`src/rtl/ahb_pkg.sv`:
```
// ahb_pkg: shared AHB definitions for the arbiter, ahb_slave and bus masters.
//   HTRANS_*  : transfer type encodings
//   HBURST_*  : burst type encodings
//   ARB_*     : arbiter FSM state encoding
//   burst_len : beats remaining after the NONSEQ of a fixed-length burst
//   oh_idx    : index of the set bit in a 4-bit one-hot vector
package ahb_pkg;

    localparam logic [1:0] HTRANS_IDLE   = 2'b00;
    localparam logic [1:0] HTRANS_BUSY   = 2'b01;
    localparam logic [1:0] HTRANS_NONSEQ = 2'b10;
    localparam logic [1:0] HTRANS_SEQ    = 2'b11;

    localparam logic [2:0] HBURST_SINGLE = 3'b000;
    localparam logic [2:0] HBURST_INCR   = 3'b001;
    localparam logic [2:0] HBURST_WRAP4  = 3'b010;
    localparam logic [2:0] HBURST_INCR4  = 3'b011;
    localparam logic [2:0] HBURST_WRAP8  = 3'b100;
    localparam logic [2:0] HBURST_INCR8  = 3'b101;
    localparam logic [2:0] HBURST_WRAP16 = 3'b110;
    localparam logic [2:0] HBURST_INCR16 = 3'b111;

    localparam logic [1:0] ARB_PARK  = 2'd0;
    localparam logic [1:0] ARB_OWN   = 2'd1;
    localparam logic [1:0] ARB_BURST = 2'd2;
    localparam logic [1:0] ARB_LOCK  = 2'd3;

    // SINGLE and INCR have no fixed length and return 0.
    function automatic logic [3:0] burst_len(input logic [2:0] hburst);
        logic [3:0] len;
        case (hburst)
            HBURST_WRAP4,  HBURST_INCR4:  len = 4'd3;
            HBURST_WRAP8,  HBURST_INCR8:  len = 4'd7;
            HBURST_WRAP16, HBURST_INCR16: len = 4'd15;
            default:                      len = 4'd0;
        endcase
        return len;
    endfunction

    function automatic logic [1:0] oh_idx(input logic [3:0] oh);
        return {oh[3] | oh[2], oh[3] | oh[1]};
    endfunction

endpackage

```
`src/rtl/ahb_arbiter_if.sv`:
```
// ahb_arbiter_if: arbitration signals between the masters and the arbiter.
//   hbusreq/hlock : per-master request and lock request
//   htrans/hburst : muxed transfer/burst type of the current bus owner
//   hready        : muxed slave ready
//   hgrant/hmaster/hmastlock : arbiter outputs
// modport master: bus masters side; modport slave: arbiter side.
interface ahb_arbiter_if #(
    parameter int unsigned NUM_MASTERS = 4
);
    logic [NUM_MASTERS-1:0] hbusreq;
    logic [NUM_MASTERS-1:0] hlock;
    logic [1:0]             htrans;
    logic [2:0]             hburst;
    logic                   hready;
    logic [NUM_MASTERS-1:0] hgrant;
    logic [1:0]             hmaster;
    logic                   hmastlock;

    modport master (
        output hbusreq, hlock, htrans, hburst, hready,
        input  hgrant, hmaster, hmastlock
    );

    modport slave (
        input  hbusreq, hlock, htrans, hburst, hready,
        output hgrant, hmaster, hmastlock
    );
endinterface

```
`src/rtl/ahb_rr_picker.sv`:
```
// ahb_rr_picker: combinational round-robin selector.
//   req    : request vector, one bit per master
//   rr_ptr : last winner; search starts at rr_ptr+1 and checks rr_ptr last
//   valid  : at least one request present
//   winner : index of the selected master
module ahb_rr_picker #(
    parameter int unsigned NUM_MASTERS = 4
) (
    input  logic [NUM_MASTERS-1:0] req,
    input  logic [1:0]             rr_ptr,
    output logic                   valid,
    output logic [1:0]             winner
);

    logic [3:0] req_pad;
    assign req_pad = 4'(req);

    always_comb begin
        int unsigned sum;
        logic [1:0]  cand;
        valid  = 1'b0;
        winner = '0;
        for (int unsigned i = 1; i <= NUM_MASTERS; i++) begin
            sum = 32'(rr_ptr) + i;
            if (sum >= NUM_MASTERS) sum = sum - NUM_MASTERS;
            cand = 2'(sum);
            if (!valid && req_pad[cand]) begin
                valid  = 1'b1;
                winner = cand;
            end
        end
    end

endmodule

```
`src/rtl/ahb_arbiter.sv`:
```
// ahb_arbiter: round-robin AHB bus arbiter with burst and lock protection.
//   hclk    : bus clock
//   hresetn : asynchronous reset, active high
//   bus     : ahb_arbiter_if.slave (requests, muxed htrans/hburst/hready in;
//             one-hot hgrant, registered hmaster and hmastlock out)
// Parks on DEFAULT_MASTER when idle; never re-grants inside a fixed-length
// burst or while the owner holds hlock.
module ahb_arbiter
    import ahb_pkg::*;
#(
    parameter int unsigned NUM_MASTERS    = 4,
    parameter int unsigned DEFAULT_MASTER = 0
) (
    input  logic           hclk,
    input  logic           hresetn,
    ahb_arbiter_if.slave   bus
);

    localparam logic [1:0] DEF_IDX = 2'(DEFAULT_MASTER);
    localparam logic [3:0] DEF_OH  = 4'b0001 << DEFAULT_MASTER;

    logic [1:0]             state_q,     state_d;
    logic [3:0]             beat_cnt_q,  beat_cnt_d;
    logic [1:0]             rr_ptr_q,    rr_ptr_d;
    logic [NUM_MASTERS-1:0] hgrant_q,    hgrant_d;
    logic [1:0]             hmaster_q,   hmaster_d;
    logic                   hmastlock_q, hmastlock_d;

    logic       pick_valid;
    logic [1:0] pick_winner;
    logic [1:0] owner;
    logic       owner_lock;
    logic [3:0] lock_pad;
    logic [3:0] win_oh;
    logic [3:0] len;
    logic       arb;

    ahb_rr_picker #(.NUM_MASTERS(NUM_MASTERS)) u_picker (
        .req    (bus.hbusreq),
        .rr_ptr (rr_ptr_q),
        .valid  (pick_valid),
        .winner (pick_winner)
    );

    // Owner is the currently granted master.
    assign owner      = oh_idx(4'(hgrant_q));
    assign lock_pad   = 4'(bus.hlock);
    assign owner_lock = lock_pad[owner];
    assign win_oh     = 4'b0001 << pick_winner;
    assign len        = burst_len(bus.hburst);

    always_comb begin
        state_d     = state_q;
        beat_cnt_d  = beat_cnt_q;
        rr_ptr_d    = rr_ptr_q;
        hgrant_d    = hgrant_q;
        hmaster_d   = hmaster_q;
        hmastlock_d = hmastlock_q;
        arb         = 1'b0;

        if (bus.hready) begin
            hmaster_d   = owner;
            hmastlock_d = owner_lock;
        end

        case (state_q)
            ARB_PARK: arb = bus.hready;
            ARB_OWN: begin
                if (owner_lock) begin
                    state_d = ARB_LOCK;
                end else if (bus.hready) begin
                    if (bus.htrans == HTRANS_IDLE ||
                        (bus.htrans == HTRANS_NONSEQ && bus.hburst == HBURST_SINGLE)) begin
                        arb = 1'b1;
                    end else if (bus.htrans == HTRANS_NONSEQ && len != 4'd0) begin
                        state_d    = ARB_BURST;
                        beat_cnt_d = len;
                    end
                end
            end
            ARB_BURST: begin
                // Lock wins over the beat counter.
                if (owner_lock) begin
                    state_d    = ARB_LOCK;
                    beat_cnt_d = '0;
                end else if (bus.hready) begin
                    case (bus.htrans)
                        HTRANS_SEQ: begin
                            if (beat_cnt_q == 4'd1) begin
                                beat_cnt_d = '0;
                                arb        = 1'b1;
                            end else begin
                                beat_cnt_d = beat_cnt_q - 4'd1;
                            end
                        end
                        // Early termination: treated as an OWN arbitration point.
                        HTRANS_IDLE, HTRANS_NONSEQ: begin
                            beat_cnt_d = '0;
                            state_d    = ARB_OWN;
                            arb        = 1'b1;
                        end
                        default: ;
                    endcase
                end
            end
            ARB_LOCK: begin
                if (!owner_lock && bus.hready && bus.htrans == HTRANS_IDLE) arb = 1'b1;
            end
            default: state_d = ARB_PARK;
        endcase

        if (arb) begin
            if (pick_valid) begin
                hgrant_d = win_oh[NUM_MASTERS-1:0];
                rr_ptr_d = pick_winner;
                state_d  = ARB_OWN;
            end else begin
                hgrant_d = DEF_OH[NUM_MASTERS-1:0];
                state_d  = ARB_PARK;
            end
        end
    end

    always_ff @(posedge hclk or posedge hresetn) begin
        if (hresetn) begin
            state_q     <= ARB_PARK;
            beat_cnt_q  <= '0;
            rr_ptr_q    <= DEF_IDX;
            hgrant_q    <= DEF_OH[NUM_MASTERS-1:0];
            hmaster_q   <= DEF_IDX;
            hmastlock_q <= 1'b0;
        end else begin
            state_q     <= state_d;
            beat_cnt_q  <= beat_cnt_d;
            rr_ptr_q    <= rr_ptr_d;
            hgrant_q    <= hgrant_d;
            hmaster_q   <= hmaster_d;
            hmastlock_q <= hmastlock_d;
        end
    end

    assign bus.hgrant    = hgrant_q;
    assign bus.hmaster   = hmaster_q;
    assign bus.hmastlock = hmastlock_q;

endmodule
```
`src/flat_wrapper.sv`:
```
// flat-port wrapper written by rule: the top's interface ports become plain ports
module ahb_arbiter_flat import ahb_pkg::*;
#(
    parameter int unsigned NUM_MASTERS    = 4,
    parameter int unsigned DEFAULT_MASTER = 0
)
  (hclk, hresetn, bus_hbusreq, bus_hlock, bus_htrans, bus_hburst, bus_hready, bus_hgrant, bus_hmaster, bus_hmastlock);
  ahb_arbiter_if #(.NUM_MASTERS(NUM_MASTERS)) bus_i ();
  input  logic hclk;
  input  logic hresetn;
  input wire logic [$bits(bus_i.hbusreq)-1:0] bus_hbusreq;
  input wire logic [$bits(bus_i.hlock)-1:0] bus_hlock;
  input wire logic [$bits(bus_i.htrans)-1:0] bus_htrans;
  input wire logic [$bits(bus_i.hburst)-1:0] bus_hburst;
  input wire logic [$bits(bus_i.hready)-1:0] bus_hready;
  output wire logic [$bits(bus_i.hgrant)-1:0] bus_hgrant;
  output wire logic [$bits(bus_i.hmaster)-1:0] bus_hmaster;
  output wire logic [$bits(bus_i.hmastlock)-1:0] bus_hmastlock;
  assign bus_i.hbusreq = bus_hbusreq;
  assign bus_i.hlock = bus_hlock;
  assign bus_i.htrans = bus_htrans;
  assign bus_i.hburst = bus_hburst;
  assign bus_i.hready = bus_hready;
  assign bus_hgrant = bus_i.hgrant;
  assign bus_hmaster = bus_i.hmaster;
  assign bus_hmastlock = bus_i.hmastlock;
  ahb_arbiter #(.NUM_MASTERS(NUM_MASTERS), .DEFAULT_MASTER(DEFAULT_MASTER)) u_core (.hclk(hclk), .hresetn(hresetn), .bus(bus_i));
endmodule
```
`config.mk`:
```
export PLATFORM = sky130hd
export DESIGN_NAME = ahb_arbiter_flat
export DESIGN_NICKNAME = d
export VERILOG_FILES = /design/src/rtl/ahb_pkg.sv /design/src/rtl/ahb_arbiter_if.sv /design/src/rtl/ahb_rr_picker.sv /design/src/rtl/ahb_arbiter.sv /design/src/flat_wrapper.sv
export SDC_FILE = /design/constraint.sdc
export NUM_CORES = 1
export LEC_CHECK = 0
export CORE_UTILIZATION = 53
export DETAILED_ROUTE_END_ITERATION = 6
export PLACE_DENSITY = 0.85
export SETUP_SLACK_MARGIN = 0.02
export SYNTH_ARGS = -nofsm -noshare
export SYNTH_HDL_FRONTEND = slang
export SYNTH_SLANG_ARGS = --single-unit
```
`constraint.sdc`:
```
create_clock -name hclk -period 3.85 [get_ports hclk]
set_input_delay 0.385 -clock hclk [delete_from_list [all_inputs] [get_ports hclk]]
set_output_delay 0.385 -clock hclk [all_outputs]
set_load 0.05 [all_outputs]
```
# After elaboration in Yosys (flattened, before gate mapping)
# Index checks and enable logic that the tools add are counted.
totals:
  inputBits: 16
  wordCells: 127
  register_bits: 15
  out_inout_bits: 7
op_classes:
  magnitude_cmp: 9
  muxes: 52
  n_eq_ne: 23
  n_reduce_logical: 25
  addsub: 9
  bitwise: 2
  shift: 1
op_table:
  columns: ["operator", "count"]
  rows:
  - ["$mux 2", 16]
  - ["$mux 4", 8]
  - ["$ne 4x2->1 const B", 5]
  - ["$mux 1", 17]
  - ["$pmux 4 s2", 2]
  - ["$lt 2x3->1 const B", 5]
  - ["$eq 3x3->1 const B", 4]
  - ["$pmux 4 s3", 1]
  - ["$bmux 1 s2", 5]
  - ["$ge 3x3->1 const B", 3]
  - ["$eq 2x2->1 const B", 4]
  - ["$reduce_or 2->1", 4]
  - ["$sub 2x1->2 const B", 4]
  - ["$logic_and 1x1->1", 7]
  - ["$reduce_and 7->1", 1]
  - ["$add 2x2->3 const B", 2]
  - ["$eq 3x2->1 const B", 2]
  - ["$ne 2x2->1 const B", 3]
  - ["$reduce_and 6->1", 1]
  - ["$add 2x3->4 const B", 1]
  - ["$eq 4x1->1 const B", 1]
  - ["$ge 4x3->1 const B", 1]
  - ["$logic_not 1->1", 4]
  - ["$logic_not 2->1", 2]
  - ["17 further kinds", 18]

# Longest topological paths before layout
# Gate-level depths: netlist (run 1).
depth:
  ltp_word: 17
  ltp_mapped: 9
  mapped_depth_nobuf: 8

# By module
# A second synthesis (run 1) with hierarchy kept.
unflattened:
  hier_cells: 107
  area_unflattened_um2: 1013.5
by_module_without_submodules:
  columns: ["mod", "seq_area_each_um2", "cells_each", "n_inst", "area_per_inst_um2"]
  rows:
  - ["ahb_arbiter", 376.6, 93, 1, 922.1]
  - ["ahb_rr_picker", 0.0, 14, 1, 91.3]

# Worst setup path before layout (run 1)
# OpenSTA, ideal clock, no wires.
synth_timing:
  path_type: "reg2reg"
  from: "register u_core.hgrant_q[2], in the netlist u_core.bus.hgrant[2]"
  to: "register u_core.rr_ptr_q[1]"
  setup_time_ns: 0.128
  arrival_ns: 1.968
  setup_slack_ns: 1.755
  stages_incl_launch_ff: 7
  n_path_buf: 0
  required_time_ns: 3.722
  synth_period_minus_slack_ns: 2.095
  cell_sequence: "dfrtp_1 > inv_1 > o41ai_2 > a211oi_1 > o21ai_1 > and2_1 > mux2_1"
synth_between:
  elab_chain_cells: 9
  word_cells_on_any_way: 11
  cone_classes: "mux: 6; bitwise: 1; reduce/logical: 4"
synth_rtl:
  columns: ["element", "line", "source"]
  rows:
  - ["start: declaration", "ahb_arbiter.sv:25", "logic [NUM_MASTERS-1:0] hgrant_q, hgrant_d;"]
  - ["start signal: assignment", "ahb_arbiter.sv:129", "hgrant_q <= DEF_OH[NUM_MASTERS-1:0];"]
  - ["start signal: assignment", "ahb_arbiter.sv:136", "hgrant_q <= hgrant_d;"]
  - ["$or 1x1->1 (*)", "ahb_pkg.sv:41", "return {oh[3] | oh[2], oh[3] | oh[1]};"]
  - ["$bmux 1 s2 (*)", "ahb_arbiter.sv:48", "assign owner_lock = lock_pad[owner];"]
  - ["$mux 1 (not written as such) (*)", "ahb_arbiter.sv:48", null]
  - ["$logic_not 1->1", "ahb_arbiter.sv:107", "if (!owner_lock && bus.hready && bus.htrans == HTRANS_IDLE) arb = 1'b1;"]
  - ["$logic_and 1x1->1 (2 in series)", "ahb_arbiter.sv:107", null]
  - ["$mux 1", "ahb_arbiter.sv:107", null]
  - ["$pmux 1 s4 (*)", "ahb_arbiter.sv:66", "case (state_q)"]
  - ["$reduce_and 2->1 (no line) (*)", null, null]
  - ["end signal: assignment", "ahb_arbiter.sv:135", "rr_ptr_q <= rr_ptr_d;"]
  - ["end: declaration", "ahb_arbiter.sv:24", "logic [1:0] rr_ptr_q, rr_ptr_d;"]
# Mark *: on every way between the ends. The rest lies on a longest branch, timed or not. The select of a mux whose other input is x is not followed.
# A chain may end at the register's enable or synchronous reset.

# Final worst setup path (run 1)
layout_timing:
  from: "input port bus_hready"
  to: "register u_core.rr_ptr_q[1]"
layout_between:
  elab_chain_cells: 5
  word_cells_on_any_way: 9
  cone_classes: "mux: 6; reduce/logical: 3"
layout_rtl:
  columns: ["element", "line", "source"]
  rows:
  - ["start: declaration", "flat_wrapper.sv:15", "input wire logic [$bits(bus_i.hready)-1:0] bus_hready;"]
  - ["$logic_and 1x1->1 (2 in series)", "ahb_arbiter.sv:107", null]
  - ["$mux 1", "ahb_arbiter.sv:107", null]
  - ["$pmux 1 s4 (*)", "ahb_arbiter.sv:66", null]
  - ["$reduce_and 2->1 (no line) (*)", null, null]
# Mark *: on every way between the ends. The rest lies on a longest branch, timed or not.

==> impl_results.md, run 1 <==
- Outcome: completed
- Ant. Diodes: 0
- DIE AREA: 2150 sq um
- Routed wirelength normalized by instance count: 14.1 um
- Register bit count reported by yosys: 15
- R2r startpoint: u_core.beat_cnt_q[1]
- Setup Slack @ Placement: 1.28 ns
- Vertical die dimension: 46.3 um
- Remaining global-route overflow: 0
- Net count of the finished layout: 166
- Syn-to-layout area delta: 26.2%
- Crit end category: register
- Critical R2R Capture: u_core.rr_ptr_q[1]
- Number of design rule violations left after detail routing: 0
- Netlist area before placement: 1040 sq um
- Cell area after placement: 1290 sq um
- Number of nets in the synthesized netlist: 141
- Final standard cell utilization of the core: 0.738
- Cells taking the most area after synthesis: sky130_fd_sc_hd__dfrtp_1, sky130_fd_sc_hd__ha_1, sky130_fd_sc_hd__inv_1
- Register clock-pin slew on the reported worst setup and hold paths: 0.08 ns
- Slack of the critical path: 1.53 ns
- Worst path cell trace: clkdlybuf4s50_1 > nand2b_1 > a2111oi_1 > a211oi_1 > o21ai_1 > buf_4 > and2_1 > mux2_1
- Portion of the clock cycle consumed by the worst path in the final layout: 0.602
- CTS buffer count: 3
- Post-route design area: 1320 sq um
- Cell count of the worst reg-to-reg path: 9
- GP Congestion: 0.890
- Worst-Margin Slew: 0.673 ns
- Floorplan core area: 1780 sq um
- Critical path type: in2reg
- Leakage power figure: 0.537 nW
- Total of max-cap violations: 0
- First-pass GRT wire length: 3800 um
- Number of synthesis warnings: 0
- Input/output buffers: 22
- WP data required: 4.01 ns
- Highest net fanout along the worst path: 13
- Critical path buffer and inverter count: 2
- Cell count after synthesis: 119
- Unrepaired setup endpoints after global routing: no
- Final setup skew: 0.000269 ns
- Number of core rows: 15
- Sequential fraction of the synthesis area: 0.361
- H-tree levels: 1
- Fin. Hold Viols: 0
- Number of global-route vias before repair: 909
- Number of detailed-route iterations in the first pass: 4
- Total power density per cell area: 735 nW/um^2
- Critical Path AT: 2.48 ns
- Number of instances resized during post-cts repair: 0
- Routed Antenna Nets: 0
- Synthesized area per cell: 8.76 sq um
- Placed wire-length estimate: 1870 um
- Fmax achieved: 432 MHz
- Finish-stage setup viols: 0
- Share of final-layout standard cells stronger than drive strength 1: 0.0769
- Clock tree buffer depth: 2
- CTS Hold Buffers Added: 0
- Most area-hungry cell type in the Yosys netlist: sky130_fd_sc_hd__dfrtp_1
- Minimum clock period after layout: 2.32 ns
- Number of top-level pins: 23
- Maximum number of pins on one net before global-route repair: 16
- Slowest cell on the critical path: sky130_fd_sc_hd__clkdlybuf4s50_1
- Class of the most critical hold timing path: in2async
- Initial antenna violation count: 0
- Slew headroom: 0.548
- Die boundary width: 46.3 um
- Crit path from: bus_hready
- Overall routed net length: 2370 um
- Post-CTS setup buffers: 0
- Number of clock sinks seen by CTS: 15
- Critical Path Source Type: input port
- DRT iter0 DRCs: 25
- Synth unique cells: 43
- Total number of vias: 986
- Worst Hold Slack: 0.450 ns
- Number of vias per cell after detailed routing: 5.87
- Source-to-sink clock delay at the later pin of the worst-skew pair: 0.28 ns
- Initial Utilization: 0.585
- Master cell of the clock root buffer: sky130_fd_sc_hd__clkbuf_4
- TritonCTS clock tree: done
- Reg-to-reg setup timing slack: 1.56 ns
- Global-route usage over all layers: 0.251
- Top cell type's share of synthesized area: 0.336
- Final-layout setup total negative slack: 0 ns
- Maximum vdd drop: 0.457 mV
- Number of max-slew violations in the final report: 0
- Biggest cell delay along the critical path: 0.69 ns
- Delay-heaviest family, CP: buffers and inverters
==> per-layer routing <==
layer,share of wire,global-route usage,up-vias
met5,0,0,-
met4,0,0.0471,0
met3,0.041,0.0706,0
met2,0.49,0.431,29
met1,0.47,0.311,476
li1,-,-,481
==> stage by stage <==
stage	cells	power (W)
2_1_floorplan	119	0.000707
3_3_place_gp	164	0.000858
3_5_place_dp	164	0.000875
4_1_cts	168	0.000965
5_1_grt	168	0.00104
6_report	168	0.000967
==> Yosys cell counts <==
library cell                 n
sky130_fd_sc_hd__o221ai_1    1
sky130_fd_sc_hd__o21bai_1    1
sky130_fd_sc_hd__inv_1      14
sky130_fd_sc_hd__o22a_1      1
sky130_fd_sc_hd__a21boi_0    1
sky130_fd_sc_hd__nor3b_1     1
sky130_fd_sc_hd__nor3_1      2
sky130_fd_sc_hd__nand2_1     5
sky130_fd_sc_hd__a211oi_1    1
sky130_fd_sc_hd__mux2_1      1
sky130_fd_sc_hd__o22ai_1     2
sky130_fd_sc_hd__nand3b_1    2
sky130_fd_sc_hd__nor4_1      1
sky130_fd_sc_hd__nor2_1     11
sky130_fd_sc_hd__nor2b_1     3
sky130_fd_sc_hd__o211ai_1    1
sky130_fd_sc_hd__buf_2       1
sky130_fd_sc_hd__o41ai_2     1
sky130_fd_sc_hd__mux2_2      2
sky130_fd_sc_hd__nor3_4      1
sky130_fd_sc_hd__a2111oi_0   1
sky130_fd_sc_hd__nand3_1     4
sky130_fd_sc_hd__a21oi_1     8
sky130_fd_sc_hd__dfstp_2     1
sky130_fd_sc_hd__a211oi_2    1
sky130_fd_sc_hd__a31oi_1     4
sky130_fd_sc_hd__o21a_1      1
sky130_fd_sc_hd__ha_1        6
sky130_fd_sc_hd__a32oi_1     1
sky130_fd_sc_hd__a311o_2     1
sky130_fd_sc_hd__clkbuf_1    2
sky130_fd_sc_hd__a2bb2oi_1   1
sky130_fd_sc_hd__o21ai_0     7
sky130_fd_sc_hd__o31ai_1     1
sky130_fd_sc_hd__a32o_1      1
sky130_fd_sc_hd__o21ai_1     1
sky130_fd_sc_hd__or3_1       1
sky130_fd_sc_hd__nor4b_1     1
sky130_fd_sc_hd__o32ai_1     1
sky130_fd_sc_hd__a2111oi_1   2
sky130_fd_sc_hd__nand2b_1    4
sky130_fd_sc_hd__dfrtp_1    14
sky130_fd_sc_hd__and2_1      2
==> cell families (layout without fill, tap and decap cells) <==
family / after synthesis / after routing / share of synthesized area
and+or+nand+nor: 38 / 38 / 0.198
AOI/OAI and AO/OA: 40 / 40 / 0.274
DFF: 15 / 15 / 0.361
muxes: 3 / 3 / 0.0324
adders and majority gates: 6 / 6 / 0.0720
buffers and inverters: 17 / 41 / 0.0624
==> area by class of cell <==
cell class	instances	area, sq um
multi-input cells	87	601
fillers	146	468
flip-flops and latches	15	377
repair buffers	23	228
inverters	14	52.6
well taps	25	31.3
clock buffers	4	26.3
==> layout by cell type (no fill, tap or decap), types with 2 or more instances in the layout <==
master,Yosys,final
sky130_fd_sc_hd__clkdlybuf4s50_1,0,22
sky130_fd_sc_hd__inv_1,14,14
sky130_fd_sc_hd__dfrtp_1,14,14
sky130_fd_sc_hd__nor2_1,11,11
sky130_fd_sc_hd__a21oi_1,8,8
sky130_fd_sc_hd__o21ai_0,7,7
sky130_fd_sc_hd__ha_1,6,6
sky130_fd_sc_hd__nand2_1,5,5
sky130_fd_sc_hd__nand2b_1,4,4
sky130_fd_sc_hd__a31oi_1,4,4
sky130_fd_sc_hd__nand3_1,4,4
sky130_fd_sc_hd__nor2b_1,3,3
sky130_fd_sc_hd__clkbuf_4,0,3
sky130_fd_sc_hd__nand3b_1,2,2
sky130_fd_sc_hd__a2111oi_1,2,2
sky130_fd_sc_hd__and2_1,2,2
sky130_fd_sc_hd__nor3_1,2,2
sky130_fd_sc_hd__o22ai_1,2,2
sky130_fd_sc_hd__mux2_2,2,2
==> power breakdown <==
part | leakage [nW] | internal (W) | switching [W]
logic | 0.345 | 0.000226 | 0.000355
registers | 0.177 | 0.000231 | 0.0000674
clock network | 0.0150 | 0.0000402 | 0.0000473
total | 0.537 | 0.000497 | 0.000469
==> registers in the layout, summed over array words and instances, names as in the netlist <==
name                  flops
u_core.state_q            2
u_core.bus.hgrant         4
u_core.rr_ptr_q           2
u_core.bus.hmastlock      1
u_core.bus.hmaster        2
u_core.beat_cnt_q         4
==> how the worst max path moves through the flow <==
stage	end	slack [ns]	cells past startpoint
detailed placement	u_core.rr_ptr_q[1]	1.28	8
finish	u_core.rr_ptr_q[1]	1.53	8
CTS	u_core.rr_ptr_q[1]	1.55	8
global route	u_core.rr_ptr_q[1]	1.35	8
floorplan	u_core.rr_ptr_q[1]	1.75	6
global placement	u_core.rr_ptr_q[1]	1.32	8
No activity file was read; power rests on OpenSTA's default activity.
==> run 2, diff against run 1 <==
--- a/config.mk
+++ b/config.mk
@@ -5,9 +5,9 @@
 export SDC_FILE = /design/constraint.sdc
 export NUM_CORES = 1
 export LEC_CHECK = 0
-export CORE_UTILIZATION = 53
+export CORE_UTILIZATION = 49
 export DETAILED_ROUTE_END_ITERATION = 6
-export PLACE_DENSITY = 0.85
+export PLACE_DENSITY = 0.8
 export SETUP_SLACK_MARGIN = 0.02
 export SYNTH_ARGS = -nofsm -noshare
 export SYNTH_HDL_FRONTEND = slang
==> constraint.sdc (replaced) <==
create_clock -name hclk -period 2.25 [get_ports hclk]
set_input_delay 0.225 -clock hclk [delete_from_list [all_inputs] [get_ports hclk]]
set_output_delay 0.225 -clock hclk [all_outputs]
set_load 0.05 [all_outputs]
==> run 2 against run 1 <==
- sequential cell count unchanged
- die area increased by 7.8%
- core utilization decreased by 6.3 points
- sequential share of layout area is 0.48 points lower
- clock skew up 0.0039 ns
- total power is 73% higher
- combinational power grew 74%
==> impl_results.md, run 2 (synthesis gave the netlist of run 1 again) <==
- Overall routed net length: 2570 um (+8.3%)
- Slew headroom: 0.528 (-0.0195)
- Storage cell area: 377 sq um (unchanged)
- Number of standard cells in the final layout excluding fillers: 172 (+2.4%)
- Global-route usage over all layers: 0.256 (+0.00576)
- Routed Antenna Nets: 0 (unchanged)
- Outcome: completed
- Critical Path AT: 2.18 ns (-0.30 ns)
- Minimum clock period after layout: 2.01 ns
- Combined area of the multi-input logic cells: 606 sq um (+0.83%)
- Ant. Diodes: 0 (unchanged)
- Register clock-pin slew on the reported worst setup and hold paths: 0.09 ns (about the same)
- Number of max-slew violations in the final report: 0 (unchanged)
- TritonCTS clock tree: done
- Number of top-level pins: 23 (unchanged)
- H-tree levels: 1 (unchanged)
- Leakage power figure: 0.548 nW (+2.0%)
- Most used cells in the layout excluding fill and tap cells: sky130_fd_sc_hd__clkdlybuf4s50_1, sky130_fd_sc_hd__inv_1, sky130_fd_sc_hd__dfrtp_1
- Finish-stage setup viols: 0 (unchanged)
- Fillers: 168 (+15%)
- First-pass GRT wire length: 4090 um (+7.6%)
- GP Congestion: 0.858 (-3.6%)
- Total of max-cap violations: 0 (unchanged)
- Share of final-layout standard cells stronger than drive strength 1: 0.0966 (+0.0196)
- Clock tree buffer depth: 2 (unchanged)
- DRT iter0 DRCs: 33 (+32%)
- Initial Utilization: 0.526 (-0.0587)
- Critical Path Source Type: register
- Total power density per cell area: 1250 nW/um^2 (+70%)
- Routed wirelength normalized by instance count: 14.9 um (+5.8%)
- WP data required: 2.41 ns (-1.60 ns)
- Highest net fanout along the worst path: 8 (-5)
- Crit end category: register
- Number of design rule violations left after detail routing: 0 (unchanged)
- Number of clock sinks seen by CTS: 15 (unchanged)
- Unrepaired setup endpoints after global routing: no
- Fin. Hold Viols: 0 (unchanged)
- Placed Cells: 168 (+2.4%)
- CTS Hold Buffers Added: 0 (unchanged)
- Most common library cell in the layout ignoring fill and taps: sky130_fd_sc_hd__clkdlybuf4s50_1
- Master cell of the clock root buffer: sky130_fd_sc_hd__clkbuf_4
- Die boundary width: 48.1 um (+3.8%)
- Net count of the finished layout: 168 (+1.2%)
- Floorplan core area: 1980 sq um (+11%)
- Remaining global-route overflow: 0 (unchanged)
- Portion of the clock cycle consumed by the worst path in the final layout: 0.895
- Maximum vdd drop: 0.742 mV (+63%)
- Total number of vias: 1002 (+1.6%)
- Number of detailed-route iterations in the first pass: 4 (unchanged)
- Worst-Margin Slew: 0.702 ns (+0.0290 ns)
- Maximum number of pins on one net before global-route repair: 16 (unchanged)
- DIE AREA: 2320 sq um (+7.8%)
- Initial antenna violation count: 0 (unchanged)
- Final setup skew: 0.00415 ns (+0.00388 ns)
- CTS buffer count: 3 (unchanged)
- Critical path type: reg2reg
- Input/output buffers: 22 (unchanged)
- Class of the most critical hold timing path: in2async
- Final-layout setup total negative slack: 0 ns (unchanged)
- Vertical die dimension: 48.1 um (+3.8%)
- Number of global-route vias before repair: 914 (+0.55%)
- Placed wire-length estimate: 1980 um (+6.2%)
- Number of vias per cell after detailed routing: 5.83 (-0.74%)
- Fmax achieved: 497 MHz
- Syn-to-layout area delta: 28.3%
- Source-to-sink clock delay at the later pin of the worst-skew pair: 0.28 ns (about the same)
- Number of core rows: 16 (+1)
-- run 2: cell types whose count changed in the layout (fill, tap and decap cells not counted), sizes merged --
cell  change
buf       +2
-- run 2: routing by layer --
metal / wire (um) / global-route usage / vias up
li1: - / - / 490
met4: 13 / 0.0944 / 0
met5: 0 / 0 / -
met3: 130 / 0.0519 / 2
met1: 1140 / 0.336 / 468
met2: 1290 / 0.419 / 42
-- run 2: cell type report --
cell class / count / area share
multi-input cells: 87 / 0.453
flip-flops and latches: 15 / 0.282
repair buffers: 25 / 0.181
inverters: 14 / 0.0393
well taps: 27 / 0.0253
clock buffers: 4 / 0.0196
-- run 2: worst max-delay path: stages, from the launching register on --
cell	delay (ns)
sky130_fd_sc_hd__dfrtp_1	0.48
sky130_fd_sc_hd__inv_1	0.10
sky130_fd_sc_hd__o41ai_2	0.43
sky130_fd_sc_hd__a2111oi_0	0.19
sky130_fd_sc_hd__a311o_2	0.46
sky130_fd_sc_hd__a21oi_1	0.14
sky130_fd_sc_hd__o22ai_1	0.10
-- run 2: repair_timing --
action                     4_1_cts  5_1_grt
setup endpoints to repair        0        5
buffers inserted                 0        0
gates resized for setup          0        1
hold endpoints to repair         0        0
-- run 2: worst paths after layout --
path | from | to | slack (ns) | depth (start not counted)
worst max-delay path | u_core.bus.hgrant[2] | u_core.beat_cnt_q[2] | 0.24 | 6
worst min-delay path | hresetn | u_core.state_q[1] | 0.30 | 2
worst max register to register | u_core.bus.hgrant[2] | u_core.beat_cnt_q[2] | 0.24 | 6
worst min register to register | u_core.bus.hmastlock | u_core.bus.hmastlock | 0.51 | 1
max in group asynchronous | hresetn | u_core.beat_cnt_q[0] | 1.57 | 2
min in group hclk | u_core.bus.hmastlock | u_core.bus.hmastlock | 0.51 | 1
-- run 2: through the flow --
step | hold WS, ns | total power [W] | setup slack [ns] | cell area [sq um] | util
2_1_floorplan | 0.126 | 0.00121 | 0.155 | 1040 | -
3_3_place_gp | 0.491 | 0.00146 | 0.136 | 1310 | 0.659
3_5_place_dp | 0.497 | 0.00151 | 0.0468 | 1310 | 0.659
4_1_cts | 0.324 | 0.00167 | 0.204 | 1330 | 0.672
5_1_grt | 0.354 | 0.00180 | 0.0570 | 1340 | 0.675
6_report | 0.298 | 0.00167 | 0.237 | 1340 | 0.675
-- run 2: report_power, final --
| part | switching, W | leakage, nW | internal (W) |
|---|---|---|---|
| registers | 0.000115 | 0.177 | 0.000395 |
| logic | 0.000610 | 0.356 | 0.000398 |
| clock network | 0.0000871 | 0.0150 | 0.0000688 |
| total | 0.000812 | 0.548 | 0.000862 |
==> run 3, diff against run 2 <==
--- a/config.mk
+++ b/config.mk
@@ -5,9 +5,10 @@
 export SDC_FILE = /design/constraint.sdc
 export NUM_CORES = 1
 export LEC_CHECK = 0
-export CORE_UTILIZATION = 49
+export CORE_UTILIZATION = 40
 export DETAILED_ROUTE_END_ITERATION = 6
-export PLACE_DENSITY = 0.8
+export GPL_TIMING_DRIVEN = 0
+export PLACE_DENSITY = 0.68
 export SETUP_SLACK_MARGIN = 0.02
 export SYNTH_ARGS = -nofsm -noshare
 export SYNTH_HDL_FRONTEND = slang
==> run 3 against run 2 <==
- fmax down 5.1%
- register-to-register slack worse by 0.11 ns
- worst hold slack got worse by 0.020 ns
- clock-buffer cell count fell by 1
- setup slack lost 0.11 ns
- critical endpoint unchanged
==> impl_results.md, run 3 (synthesis gave the netlist of run 1 again) <==
- Highest net fanout along the worst path: 8 (unchanged)
- R2r startpoint: u_core.bus.hgrant[1]
- Clock tree buffer depth: 2 (unchanged)
- Number of standard cells in the final layout excluding fillers: 174 (+1.2%)
- Source-to-sink clock delay at the later pin of the worst-skew pair: 0.29 ns (about the same)
- Total of max-cap violations: 0 (unchanged)
- Syn-to-layout area delta: 27.9%
- Outcome: completed
- Storage cell area: 377 sq um (unchanged)
- Combined area of the multi-input logic cells: 609 sq um (+0.62%)
- Routed wirelength normalized by instance count: 13.6 um (-9.0%)
- Maximum number of pins on one net before global-route repair: 16 (unchanged)
- Unrepaired setup endpoints after global routing: no
- Register clock-pin slew on the reported worst setup and hold paths: 0.10 ns (about the same)
- Vertical die dimension: 53.0 um (+10%)
- Final standard cell utilization of the core: 0.538 (-0.137)
- Critical Path AT: 2.30 ns (+0.12 ns)
- Global-route usage over all layers: 0.185 (-0.0715)
- Slew headroom: 0.533 (+0.00487)
- Fillers: 256 (+52%)
- Number of max-slew violations in the final report: 0 (unchanged)
- Number of clock sinks seen by CTS: 15 (unchanged)
- Die boundary width: 53.0 um (+10%)
- Finish-stage setup viols: 0 (unchanged)
- Post-Route M1 WL: 929 um (-18%)
- Number of design rule violations left after detail routing: 0 (unchanged)
- Fmax achieved: 471 MHz (-5.1%)
- Total number of vias: 1001 (-0.10%)
- Critical Path Source Type: register
- Met2 layer wire length in the routed design: 1310 um (+1.2%)
- Number of core rows: 18 (+2)
- Floorplan core area: 2480 sq um (+25%)
- Number of vias per cell after detailed routing: 5.75 (-1.2%)
- DRT iter0 DRCs: 25 (-24%)
- Number of top-level pins: 23 (unchanged)
- Total power density per cell area: 1240 nW/um^2 (-1.1%)
- Class of the most critical hold timing path: in2async
- Final-layout setup total negative slack: 0 ns (unchanged)
- Leakage power figure: 0.545 nW (-0.47%)
- Initial antenna violation count: 0 (unchanged)
- Initial Utilization: 0.421 (-0.105)
- WP data required: 2.43 ns (+0.02 ns)
- Placed Cells: 171 (+1.8%)
- H-tree levels: 1 (unchanged)
- Number of detailed-route iterations in the first pass: 4 (unchanged)
- Routed Antenna Nets: 0 (unchanged)
- Share of final-layout standard cells stronger than drive strength 1: 0.0972 (+0.000670)
- Minimum clock period after layout: 2.12 ns (+0.109 ns)
- Most common library cell in the layout ignoring fill and taps: sky130_fd_sc_hd__clkdlybuf4s50_1
- Ant. Diodes: 0 (unchanged)
- Fin. Hold Viols: 0 (unchanged)
- Critical R2R Capture: u_core.beat_cnt_q[2]
- Master cell of the clock root buffer: sky130_fd_sc_hd__clkbuf_4
- Portion of the clock cycle consumed by the worst path in the final layout: 0.943 (+0.0485)
- Net count of the finished layout: 167 (-0.60%)
- Cell count of the worst reg-to-reg path: 6 (unchanged)
- TritonCTS clock tree: done
- Highest routed metal layer: met4
- GP Congestion: 0.793 (-7.7%)
- Placed wire-length estimate: 1830 um (-7.8%)
- Overall routed net length: 2370 um (-7.9%)
- Input/output buffers: 22 (unchanged)
- Crit end category: register
- CTS buffer count: 3 (unchanged)
- Remaining global-route overflow: 0 (unchanged)
- CTS Hold Buffers Added: 0 (unchanged)
- Worst-Margin Slew: 0.695 ns (-0.00725 ns)
- Post-route total power: 0.00165 W (-1.4%)
- First-pass GRT wire length: 3700 um (-9.6%)
- Number of global-route vias before repair: 926 (+1.3%)
- Most used cells in the layout excluding fill and tap cells: sky130_fd_sc_hd__clkdlybuf4s50_1, sky130_fd_sc_hd__inv_1, sky130_fd_sc_hd__dfrtp_1
- DIE AREA: 2810 sq um (+22%)
- Critical path type: reg2reg
- Maximum vdd drop: 0.672 mV (-9.5%)
- Reg-to-reg setup timing slack: 0.13 ns (-0.11 ns)
- Final setup skew: 0.00169 ns (-0.00246 ns)
- Met3 layer wire length in the routed design: 116 um (-11%)
==> run 3: how the worst max path moves through the flow <==
stage	cells after the start	slack, ns	start	endpoint
after floorplan	6	0.15	u_core.bus.hgrant[2]	u_core.rr_ptr_q[1]
after global placement	8	0.01	u_core.beat_cnt_q[1]	u_core.rr_ptr_q[1]
after detailed placement	7	-0.03	bus_hlock[0]	u_core.rr_ptr_q[1]
after CTS	8	0.11	u_core.state_q[0]	u_core.rr_ptr_q[1]
after global routing	6	0.10	u_core.bus.hgrant[1]	u_core.rr_ptr_q[1]
final	6	0.13	u_core.bus.hgrant[1]	u_core.beat_cnt_q[2]
==> run 3: layout make-up <==
type                            count  area share
Clock inverter                      1     0.00376
Sequential cell                    15       0.283
Timing Repair Buffer               22       0.165
Buffer                              2     0.00657
Tap cell                           30      0.0282
Clock buffer                        3      0.0169
Inverter                           14      0.0394
Multi-Input combinational cell     87       0.457
==> run 3: timing repair <==
action,4_1_cts,5_1_grt
endpoints found under the setup margin,1,1
gates resized for setup,1,1
buffers inserted,0,0
==> run 3: worst max-delay path, stage by stage, from the launching register on <==
cell and delay [ns]:
sky130_fd_sc_hd__dfrtp_1 0.49, sky130_fd_sc_hd__nor2b_1 0.11, sky130_fd_sc_hd__a2111oi_1 0.50, sky130_fd_sc_hd__a2111oi_0 0.16
sky130_fd_sc_hd__a311o_2 0.47, sky130_fd_sc_hd__a21oi_1 0.18, sky130_fd_sc_hd__o22ai_1 0.11
==> run 3: power by group <==
| part | internal (W) | switching (W) |
|---|---|---|
| clock | 0.0000661 | 0.0000968 |
| sequential | 0.000395 | 0.000108 |
| combinational | 0.000386 | 0.000598 |
| total | 0.000846 | 0.000804 |
==> run 3: per-layer routing <==
metal  vias up  track usage
met2        26        0.359
li1        483            -
met4         0       0.0482
met1       490        0.185
met3         2       0.0603
met5         -            0
==> run 3: per-stage QoR <==
step	setup WS, ns	area, sq um	hold slack [ns]
finish	0.128	1330	0.278
global route	0.103	1330	0.363
CTS	0.108	1330	0.312
detailed placement	-0.0290	1300	0.506
global placement	0.00953	1300	0.502
floorplan	0.155	1040	0.126
